`src/rtl/expr_seq_eval_if.sv`:
```
// Operand/result handshake bundle for expr_seq_eval.
// The master drives operands and accepts results; the slave is the evaluator.
interface expr_seq_eval_if #(
  parameter int WIDTH = 32
);
  logic             in_valid;
  logic             in_ready;
  logic [WIDTH-1:0] in_a;
  logic [WIDTH-1:0] in_b;
  logic [WIDTH-1:0] in_c;
  logic [WIDTH-1:0] in_d;
  logic             out_valid;
  logic             out_ready;
  logic [WIDTH-1:0] out_tmp;
  logic [WIDTH-1:0] out_q1;
  logic [WIDTH-1:0] out_q2;
  logic [1:0]       div0;

  modport master (
    output in_valid, in_a, in_b, in_c, in_d, out_ready,
    input  in_ready, out_valid, out_tmp, out_q1, out_q2, div0
  );

  modport slave (
    input  in_valid, in_a, in_b, in_c, in_d, out_ready,
    output in_ready, out_valid, out_tmp, out_q1, out_q2, div0
  );
endinterface

```
`src/rtl/expr_seq_eval.sv`:
```
// Sequential evaluator of (a<<c)+b, b/c+b and (a+b+c*d)/((a<<c)+b)+b using one
// shared restoring divider that retires one quotient bit per clock.
//
// state | meaning
// IDLE  | in_ready high, waiting for an operand set
// DIV1  | dividing b by c
// DIV2  | dividing sum by tmp
// DONE  | results held until the consumer takes them
module expr_seq_eval #(
  parameter int WIDTH = 32,
  parameter int CNT_W = $clog2(WIDTH)
) (
  input  logic            clk,
  input  logic            rst_n,
  expr_seq_eval_if.slave  bus
);

  typedef enum logic [1:0] {IDLE, DIV1, DIV2, DONE} state_t;

  localparam logic [CNT_W-1:0] CNT_MAX = CNT_W'(WIDTH - 1);

  state_t           state;
  logic [CNT_W-1:0] cnt;
  logic [WIDTH-1:0] b_r, tmp_r, sum_r, q1_r;
  logic [WIDTH-1:0] quo, rem, dvs;
  logic             neg, dz, c_zero;

  logic [WIDTH-1:0] shl_c, tmp_c, sum_c;
  logic [WIDTH:0]   rem_sh, diff;
  logic             qbit;
  logic [WIDTH-1:0] rem_nx, quo_nx, q_res;

  function automatic logic [WIDTH-1:0] mag(input logic [WIDTH-1:0] x);
    return x[WIDTH-1] ? -x : x;
  endfunction

  always_comb begin
    shl_c  = (bus.in_c >= WIDTH'(WIDTH)) ? '0 : (bus.in_a << bus.in_c);
    tmp_c  = shl_c + bus.in_b;
    sum_c  = bus.in_a + bus.in_b + bus.in_c * bus.in_d;
    // quo doubles as the dividend shift register; quotient bits enter at the LSB
    rem_sh = {rem, quo[WIDTH-1]};
    diff   = rem_sh - {1'b0, dvs};
    qbit   = ~diff[WIDTH];
    rem_nx = qbit ? diff[WIDTH-1:0] : rem_sh[WIDTH-1:0];
    quo_nx = {quo[WIDTH-2:0], qbit};
    q_res  = dz ? '1 : (neg ? -quo_nx : quo_nx);
  end

  always_ff @(posedge clk or negedge rst_n) begin
    if (!rst_n) begin
      state         <= IDLE;
      cnt           <= '0;
      b_r           <= '0;
      tmp_r         <= '0;
      sum_r         <= '0;
      q1_r          <= '0;
      quo           <= '0;
      rem           <= '0;
      dvs           <= '0;
      neg           <= 1'b0;
      dz            <= 1'b0;
      c_zero        <= 1'b0;
      bus.in_ready  <= 1'b0;
      bus.out_valid <= 1'b0;
      bus.out_tmp   <= '0;
      bus.out_q1    <= '0;
      bus.out_q2    <= '0;
      bus.div0      <= 2'b00;
    end else begin
      case (state)
        IDLE: begin
          bus.in_ready <= 1'b1;
          if (bus.in_valid && bus.in_ready) begin
            b_r          <= bus.in_b;
            tmp_r        <= tmp_c;
            sum_r        <= sum_c;
            quo          <= mag(bus.in_b);
            rem          <= '0;
            dvs          <= mag(bus.in_c);
            neg          <= bus.in_b[WIDTH-1] ^ bus.in_c[WIDTH-1];
            dz           <= (bus.in_c == '0);
            c_zero       <= (bus.in_c == '0);
            cnt          <= CNT_MAX;
            bus.in_ready <= 1'b0;
            state        <= DIV1;
          end
        end
        DIV1: begin
          quo <= quo_nx;
          rem <= rem_nx;
          cnt <= cnt - 1'b1;
          if (cnt == '0) begin
            q1_r  <= q_res + b_r;
            quo   <= mag(sum_r);
            rem   <= '0;
            dvs   <= mag(tmp_r);
            neg   <= sum_r[WIDTH-1] ^ tmp_r[WIDTH-1];
            dz    <= (tmp_r == '0);
            cnt   <= CNT_MAX;
            state <= DIV2;
          end
        end
        DIV2: begin
          quo <= quo_nx;
          rem <= rem_nx;
          cnt <= cnt - 1'b1;
          if (cnt == '0) begin
            bus.out_tmp   <= tmp_r;
            bus.out_q1    <= q1_r;
            bus.out_q2    <= q_res + b_r;
            bus.div0      <= {dz, c_zero};
            bus.out_valid <= 1'b1;
            state         <= DONE;
          end
        end
        DONE: begin
          if (bus.out_valid && bus.out_ready) begin
            bus.out_valid <= 1'b0;
            bus.in_ready  <= 1'b1;
            state         <= IDLE;
          end
        end
        default: state <= IDLE;
      endcase
    end
  end

endmodule

```
`src/flat_wrapper.sv`:
```
// flat-port wrapper written by rule: the top's interface ports become plain ports
module expr_seq_eval_flat 
#(
  parameter int WIDTH = 32,
  parameter int CNT_W = $clog2(WIDTH)
)
  (clk, rst_n, bus_in_valid, bus_in_a, bus_in_b, bus_in_c, bus_in_d, bus_out_ready, bus_in_ready, bus_out_valid, bus_out_tmp, bus_out_q1, bus_out_q2, bus_div0);
  expr_seq_eval_if #(.WIDTH(WIDTH)) bus_i ();
  input  logic clk;
  input  logic rst_n;
  input wire logic [$bits(bus_i.in_valid)-1:0] bus_in_valid;
  input wire logic [$bits(bus_i.in_a)-1:0] bus_in_a;
  input wire logic [$bits(bus_i.in_b)-1:0] bus_in_b;
  input wire logic [$bits(bus_i.in_c)-1:0] bus_in_c;
  input wire logic [$bits(bus_i.in_d)-1:0] bus_in_d;
  input wire logic [$bits(bus_i.out_ready)-1:0] bus_out_ready;
  output wire logic [$bits(bus_i.in_ready)-1:0] bus_in_ready;
  output wire logic [$bits(bus_i.out_valid)-1:0] bus_out_valid;
  output wire logic [$bits(bus_i.out_tmp)-1:0] bus_out_tmp;
  output wire logic [$bits(bus_i.out_q1)-1:0] bus_out_q1;
  output wire logic [$bits(bus_i.out_q2)-1:0] bus_out_q2;
  output wire logic [$bits(bus_i.div0)-1:0] bus_div0;
  assign bus_i.in_valid = bus_in_valid;
  assign bus_i.in_a = bus_in_a;
  assign bus_i.in_b = bus_in_b;
  assign bus_i.in_c = bus_in_c;
  assign bus_i.in_d = bus_in_d;
  assign bus_i.out_ready = bus_out_ready;
  assign bus_in_ready = bus_i.in_ready;
  assign bus_out_valid = bus_i.out_valid;
  assign bus_out_tmp = bus_i.out_tmp;
  assign bus_out_q1 = bus_i.out_q1;
  assign bus_out_q2 = bus_i.out_q2;
  assign bus_div0 = bus_i.div0;
  expr_seq_eval #(.WIDTH(WIDTH), .CNT_W(CNT_W)) u_core (.clk(clk), .rst_n(rst_n), .bus(bus_i));
endmodule
```
`config.mk`:
```
export PLATFORM = sky130hd
export DESIGN_NAME = expr_seq_eval_flat
export DESIGN_NICKNAME = d
export VERILOG_FILES = /design/src/rtl/expr_seq_eval_if.sv /design/src/rtl/expr_seq_eval.sv /design/src/flat_wrapper.sv
export SDC_FILE = /design/constraint.sdc
export NUM_CORES = 2
export LEC_CHECK = 0
export BUFFER_PORTS_ARGS = -buffer_cell sky130_fd_sc_hd__buf_2
export CORE_ASPECT_RATIO = 1.1
export CORE_MARGIN = 4
export CORE_UTILIZATION = 69
export DETAILED_ROUTE_END_ITERATION = 16
export PLACE_DENSITY = 0.94
export SLEW_MARGIN = 0
export SYNTH_ARGS = -nofsm -noshare
export SYNTH_HDL_FRONTEND = slang
export SYNTH_SLANG_ARGS = --single-unit
```
`constraint.sdc`:
```
create_clock -name clk -period 15.1 [get_ports clk]
set_clock_uncertainty 0.15 [all_clocks]
set_input_delay 1.51 -clock clk [delete_from_list [all_inputs] [get_ports clk]]
set_output_delay 1.51 -clock clk [all_outputs]
set_load 0.01 [all_outputs]
```
# Yosys cells after proc, flatten, opt, wreduce, memory -nomap -nowiden

Cells that the tools add are included.

Flip-flop bits (word level): 334
Latch bits: 0
RAM bits: 0
ROM bits: 0
Input port bits: 132
Output and inout port bits: 100
Logic and storage cells: 97
Memories: 0

Add/sub/neg operators: 11
Multipliers: 1
Divide/modulo/power cells: 0
$lt $le $gt $ge: 1
Equal/unequal tests: 7
Shifts and indexed selects: 1
Multiplexer cells: 37
Bitwise logic cells: 3
Reductions and logical operators: 18

Operator list:

| operator              | number |
|---|---|
| $mux W32              | 14 |
| $pmux W32 S3          | 2 |
| $neg A32 Y32          | 5 |
| $add A32 B32 Y32      | 4 |
| $logic_not A32 Y1     | 2 |
| $pmux W32 S2          | 1 |
| $sub A33 B32 Y33      | 1 |
| $ge A32 B6 Y1 const B | 1 |
| $mul A32 B32 Y32      | 1 |
| $shl A32 B32 Y32      | 1 |
| $pmux W5 S3           | 1 |
| $mux W5               | 2 |
| $reduce_and A2 Y1     | 5 |
| $mux W1               | 8 |
| $mux W2               | 4 |
| $ne A2 B1 Y1 const B  | 4 |
| $pmux W1 S2           | 4 |
| $pmux W2 S4           | 1 |
| $reduce_and A3 Y1     | 2 |
| $reduce_bool A2 Y1    | 3 |
| $logic_not A5 Y1      | 1 |
| $sub A5 B1 Y5 const B | 1 |
| $eq A2 B2 Y1 const B  | 2 |
| $reduce_and A4 Y1     | 1 |
| 6 further kinds       | 8 |

# Longest topological paths before layout

Word-level depth: 6
Mapped depth: 34
Depth with buffers taken out: 30

# Worst setup path before layout

OpenSTA, ideal clock, no wires.

Path kind: input -> register
Start: in bus_in_c[0]
End: reg u_core.sum_r[31]
Library setup time: 133 ps
Arrival time: 9023 ps
Data required time: 14817 ps
Path slack: 5794 ps
Cell stages on the path: 32
Buffers on the path: 6
Cells stage by stage: clkbuf_1 > buf_1 > clkbuf_1 > buf_1 > clkbuf_1 > clkbuf_1 > nand2_1 > fa_1 > inv_1 > fa_1 > fa_1 > inv_1 > fa_1 > inv_1 > ha_1 > inv_1 > fa_1 > inv_1 > fa_1 > inv_1 > fa_1 > inv_1 > ha_1 > a21boi_0 > o21ai_0 > a41oi_1 > a41oi_1 > o31ai_1 > a211oi_1 > a21oi_1 > xnor2_1 > o21ai_0

Longest elaborated chain between the ends: 2

Ends and longest elaborated chain:

| item                 | line                | RTL |
|---|---|---|
| start, declared      | flat_wrapper.sv:14  | `input wire logic [$bits(bus_i.in_c)-1:0] bus_in_c;` |
| $mul A32 B32 Y32     | expr_seq_eval.sv:40 | `sum_c = bus.in_a + bus.in_b + bus.in_c * bus.in_d;` |
| $add A32 B32 Y32     | expr_seq_eval.sv:40 |  |
| end signal, assigned | expr_seq_eval.sv:77 | `sum_r <= sum_c;` |
| end, declared        | expr_seq_eval.sv:24 | `logic [WIDTH-1:0] b_r, tmp_r, sum_r, q1_r;` |

No other way between the ends.
A chain may end at the register's enable or synchronous reset.

# Worst setup path in the final report

Start: in bus_in_c[6]
End: reg u_core.sum_r[31]

The elaborated chain is that of the path after synthesis.

==> impl_metrics.yaml <==
timing:
  finalCriticalPeriod_ns: 8.81
  finalSetupTns_ns: 0
  setup_viol: 0
  rsz0062_at_grt: "no"
  fin_crit_sh_pct: 58.3
  fmax_ghz: 0.114
  slew_headroom_pct: 21.0
  worst_slew_pin_slew_ns: 1.18
  whs_ns: 0.326
  maxSlewViolCount: 0
  hold_viol: 0
  setup_ws_ns: 6.29
final_layout:
  nFillCells: 3819
  layout-drive-gt1-share_pct: 10.1
  areaGrowthSynthToFinish_pct: 6.67
  final_area_um2: 43000
  final_net_count: 5505
hold_path:
  min_from: "u_core.bus.out_q2[2]"
  min_path_cells: 2
  hp-class: "reg -> reg"
  hold_end: "u_core.bus.out_q2[2]"
setup_path:
  end_kind: "flop"
  worstReg2RegStart: "u_core.quo[31]"
  crit_required_ns: 15.34
  critPathTopFamily: "adder cells"
  reg2reg_depth: 28
  cp.arrival_ns: 9.06
  crit_cells: 28
  setup.worst_path.start_class: "input pin"
  slowest_stage: "buf_2"
  ff2ff_setup_slack_ns: 6.79
  cp_slowest_stage_delay_ns: 0.59
  critPathBufInv: 7
  crit_type: "in -> reg"
  worstPathMaxFanout: 31
  r2r-end: "u_core.q1_r[29]"
  crit_path_frequent_cell: "fa_1"
detailed_routing:
  initialDrtViolationCount: 3328
  drc: 0
  ant_nets: 0
  wl_per_cell_um: 22.1
  vias_per_cell: 6.37
  totalWireLength_um: 121000
  dr_total_vias: 34800
  dr.pass1.iters: 6
clocking:
  post_cts_resized: 0
  clk_pin_slew_worst_paths_ns: 0.07
  cts_sinks: 334
  cts_hold_buffers: 0
  clock_latency_ns: 0.55
  cts_setup_buffers: 0
  clk_path_buf_depth: 3
  cts_inserted_buffers: 34
  cts_root_buf: "clkbuf_16"
  cts_tree: "yes"
  htreeDepth: 2
logic_synthesis:
  ys_warn_count: 0
  syn-num-nets: 5453
  synthCells: 4613
  ys_ff_latch: 334
  syn_area_per_cell_um2: 8.74
  synthSimpleGateAreaFrac_pct: 15.8
  synth.cell_area_um2: 40300
  ys_async_sr_fraction_pct: 100
  synth_cell_type_count: 73
  synth_edf_count: 0
  synth_xor_area_share_pct: 6.71
  muxShareOfSynthArea_pct: 5.50
  synthAdderAreaFrac_pct: 30.7
  synthFlopType: "dfrtp_1"
  synth-compound-area-share_pct: 12.3
  synth_top_family_by_area: "adder cells"
  yosysSeqAreaShare_pct: 20.7
floorplan:
  dieArea_um2: 62400
  die_w_um: 239
  dieHeight_um: 262
  start_util_pct: 70.1
  core_um2: 57600
  io_pins: 232
  rows: 92
global_routing:
  grt.total_usage_pct: 38.5
  grt-ovfl-total: 0
  grt_use_met3_pct: 9.30
  grt_max_degree: 153
  antenna_found_initial: 23
  grt_pass1_vias: 35700
  top_usage_layer: "met2"
  gr-usage-met2_pct: 63.2
  grt_pass1_wl_um: 190000
  met1_usage_pct: 46.8
flow_run:
  maxCapViolations: 0
placed_design:
  dp_hpwl_um: 91100
  gp_congestion: 0.997
  post-place-ws_ns: 5.89
  io_buffers: 231
  dpl_cell_area_um2: 41800
outcome:
  status: "complete, no violations"
-- per-layer routing --
| layer | share of wire [%] | wire, um | vias up |
|---|---|---|---|
| met5 | 0.051 | 62 | - |
| met4 | 7.1 | 8560 | 10 |
| met3 | 11 | 13700 | 672 |
| met2 | 47 | 56800 | 2370 |
| met1 | 34 | 41700 | 16800 |
| li1 | - | - | 15000 |
-- synthesized netlist by cell type, types with 8 or more instances --
cell / number / share of area [%]
xor2_1: 126 / 2.7
clkbuf_1: 216 / 2.0
buf_1: 24 / 0.22
nand3_1: 27 / 0.33
xnor2_1: 183 / 4.0
mux4_2: 14 / 0.78
inv_1: 656 / 6.1
o21bai_1: 17 / 0.32
a31oi_1: 11 / 0.17
nor2_1: 183 / 1.7
dfrtp_1: 334 / 21
mux2_2: 112 / 3.1
nor4_1: 9 / 0.14
a221oi_1: 13 / 0.28
a21boi_0: 8 / 0.15
a21o_1: 61 / 1.1
nand2_1: 698 / 6.5
nor2b_1: 22 / 0.34
nor3_1: 30 / 0.37
o21ai_0: 302 / 3.7
o21a_1: 22 / 0.41
nand2b_1: 21 / 0.33
o41ai_1: 19 / 0.41
and3_1: 19 / 0.29
o31ai_1: 49 / 0.91
a21oi_1: 188 / 2.3
ha_1: 238 / 7.4
fa_1: 470 / 23
or2_2: 12 / 0.19
mux2i_1: 64 / 1.6
or4_1: 24 / 0.45
a211oi_1: 30 / 0.56
o211ai_1: 10 / 0.19
nand4_1: 9 / 0.14
o22ai_1: 22 / 0.34
and2_1: 252 / 3.9
or3_1: 31 / 0.48
-- registers in the layout, summed over array words and instances (netlist names) --
| register | count |
|---|---|
| u_core.b_r | 32 |
| u_core.bus.div0 | 2 |
| u_core.bus.in_ready | 1 |
| u_core.bus.out_q1 | 32 |
| u_core.bus.out_q2 | 32 |
| u_core.bus.out_tmp | 32 |
| u_core.bus.out_valid | 1 |
| u_core.c_zero | 1 |
| u_core.cnt | 5 |
| u_core.dvs | 32 |
| u_core.dz | 1 |
| u_core.neg | 1 |
| u_core.q1_r | 32 |
| u_core.quo | 32 |
| u_core.rem | 32 |
| u_core.state | 2 |
| u_core.sum_r | 32 |
| u_core.tmp_r | 32 |
-- worst max path at each step --
stage                      startpoint          endpoint
after floorplan           bus_in_c[0]  u_core.sum_r[31]
after global placement    bus_in_d[0]  u_core.sum_r[31]
after detailed placement  bus_in_c[6]  u_core.sum_r[31]
after CTS                 bus_in_c[6]  u_core.sum_r[31]
after global routing      bus_in_d[0]  u_core.sum_r[31]
final                     bus_in_c[6]  u_core.sum_r[31]
-- cell usage in the layout, fill, tap and decap left out, types with 126 or more instances in the layout --
cell type  netlist  layout
ha_1           238     237
nor2_1         183     183
buf_2            0     229
o21ai_0        302     302
inv_1          656     656
fa_1           470     470
dfrtp_1        334     334
nand2_1        698     697
xnor2_1        183     183
xor2_1         126     126
and2_1         252     252
a21oi_1        188     188
-- worst min-delay path: stages (launching register included) --
cell and delay (ns):
dfrtp_1 0.34, nand2_1 0.04, o21ai_0 0.06
-- metrics by stage --
stage / util [%] / instances
floorplan: - / 4613
global placement: 72.6 / 5381
detailed placement: 72.6 / 5381
CTS: 74.7 / 5443
global route: 74.7 / 5452
finish: 74.8 / 5460
-- cell type report --
class / instances / area (um^2) / share of cell area, %
Tap cell: 752 / 941 / 2.19
Sequential cell: 334 / 8360 / 19.4
Multi-Input combinational cell: 3381 / 28600 / 66.5
Clock inverter: 23 / 303 / 0.704
Timing Repair Buffer: 256 / 1370 / 3.18
Clock buffer: 39 / 911 / 2.12
Inverter: 658 / 2470 / 5.74
Antenna cell: 17 / 42.5 / 0.0989
-- kinds of logic (layout without fill, tap and decap cells) --
group	Yosys count	count (layout)
xor gates and xnor gates	309	309
adders and majority gates	708	708
buffers and inverters	898	976
and+or+nand+nor	1363	1363
other	0	17
DFF	334	334
AOI/OAI and AO/OA	811	811
muxes	190	190
Power is left out: the tool's default activity adds up to more than one toggle a clock period on the data nets, which glitch-free logic cannot reach.
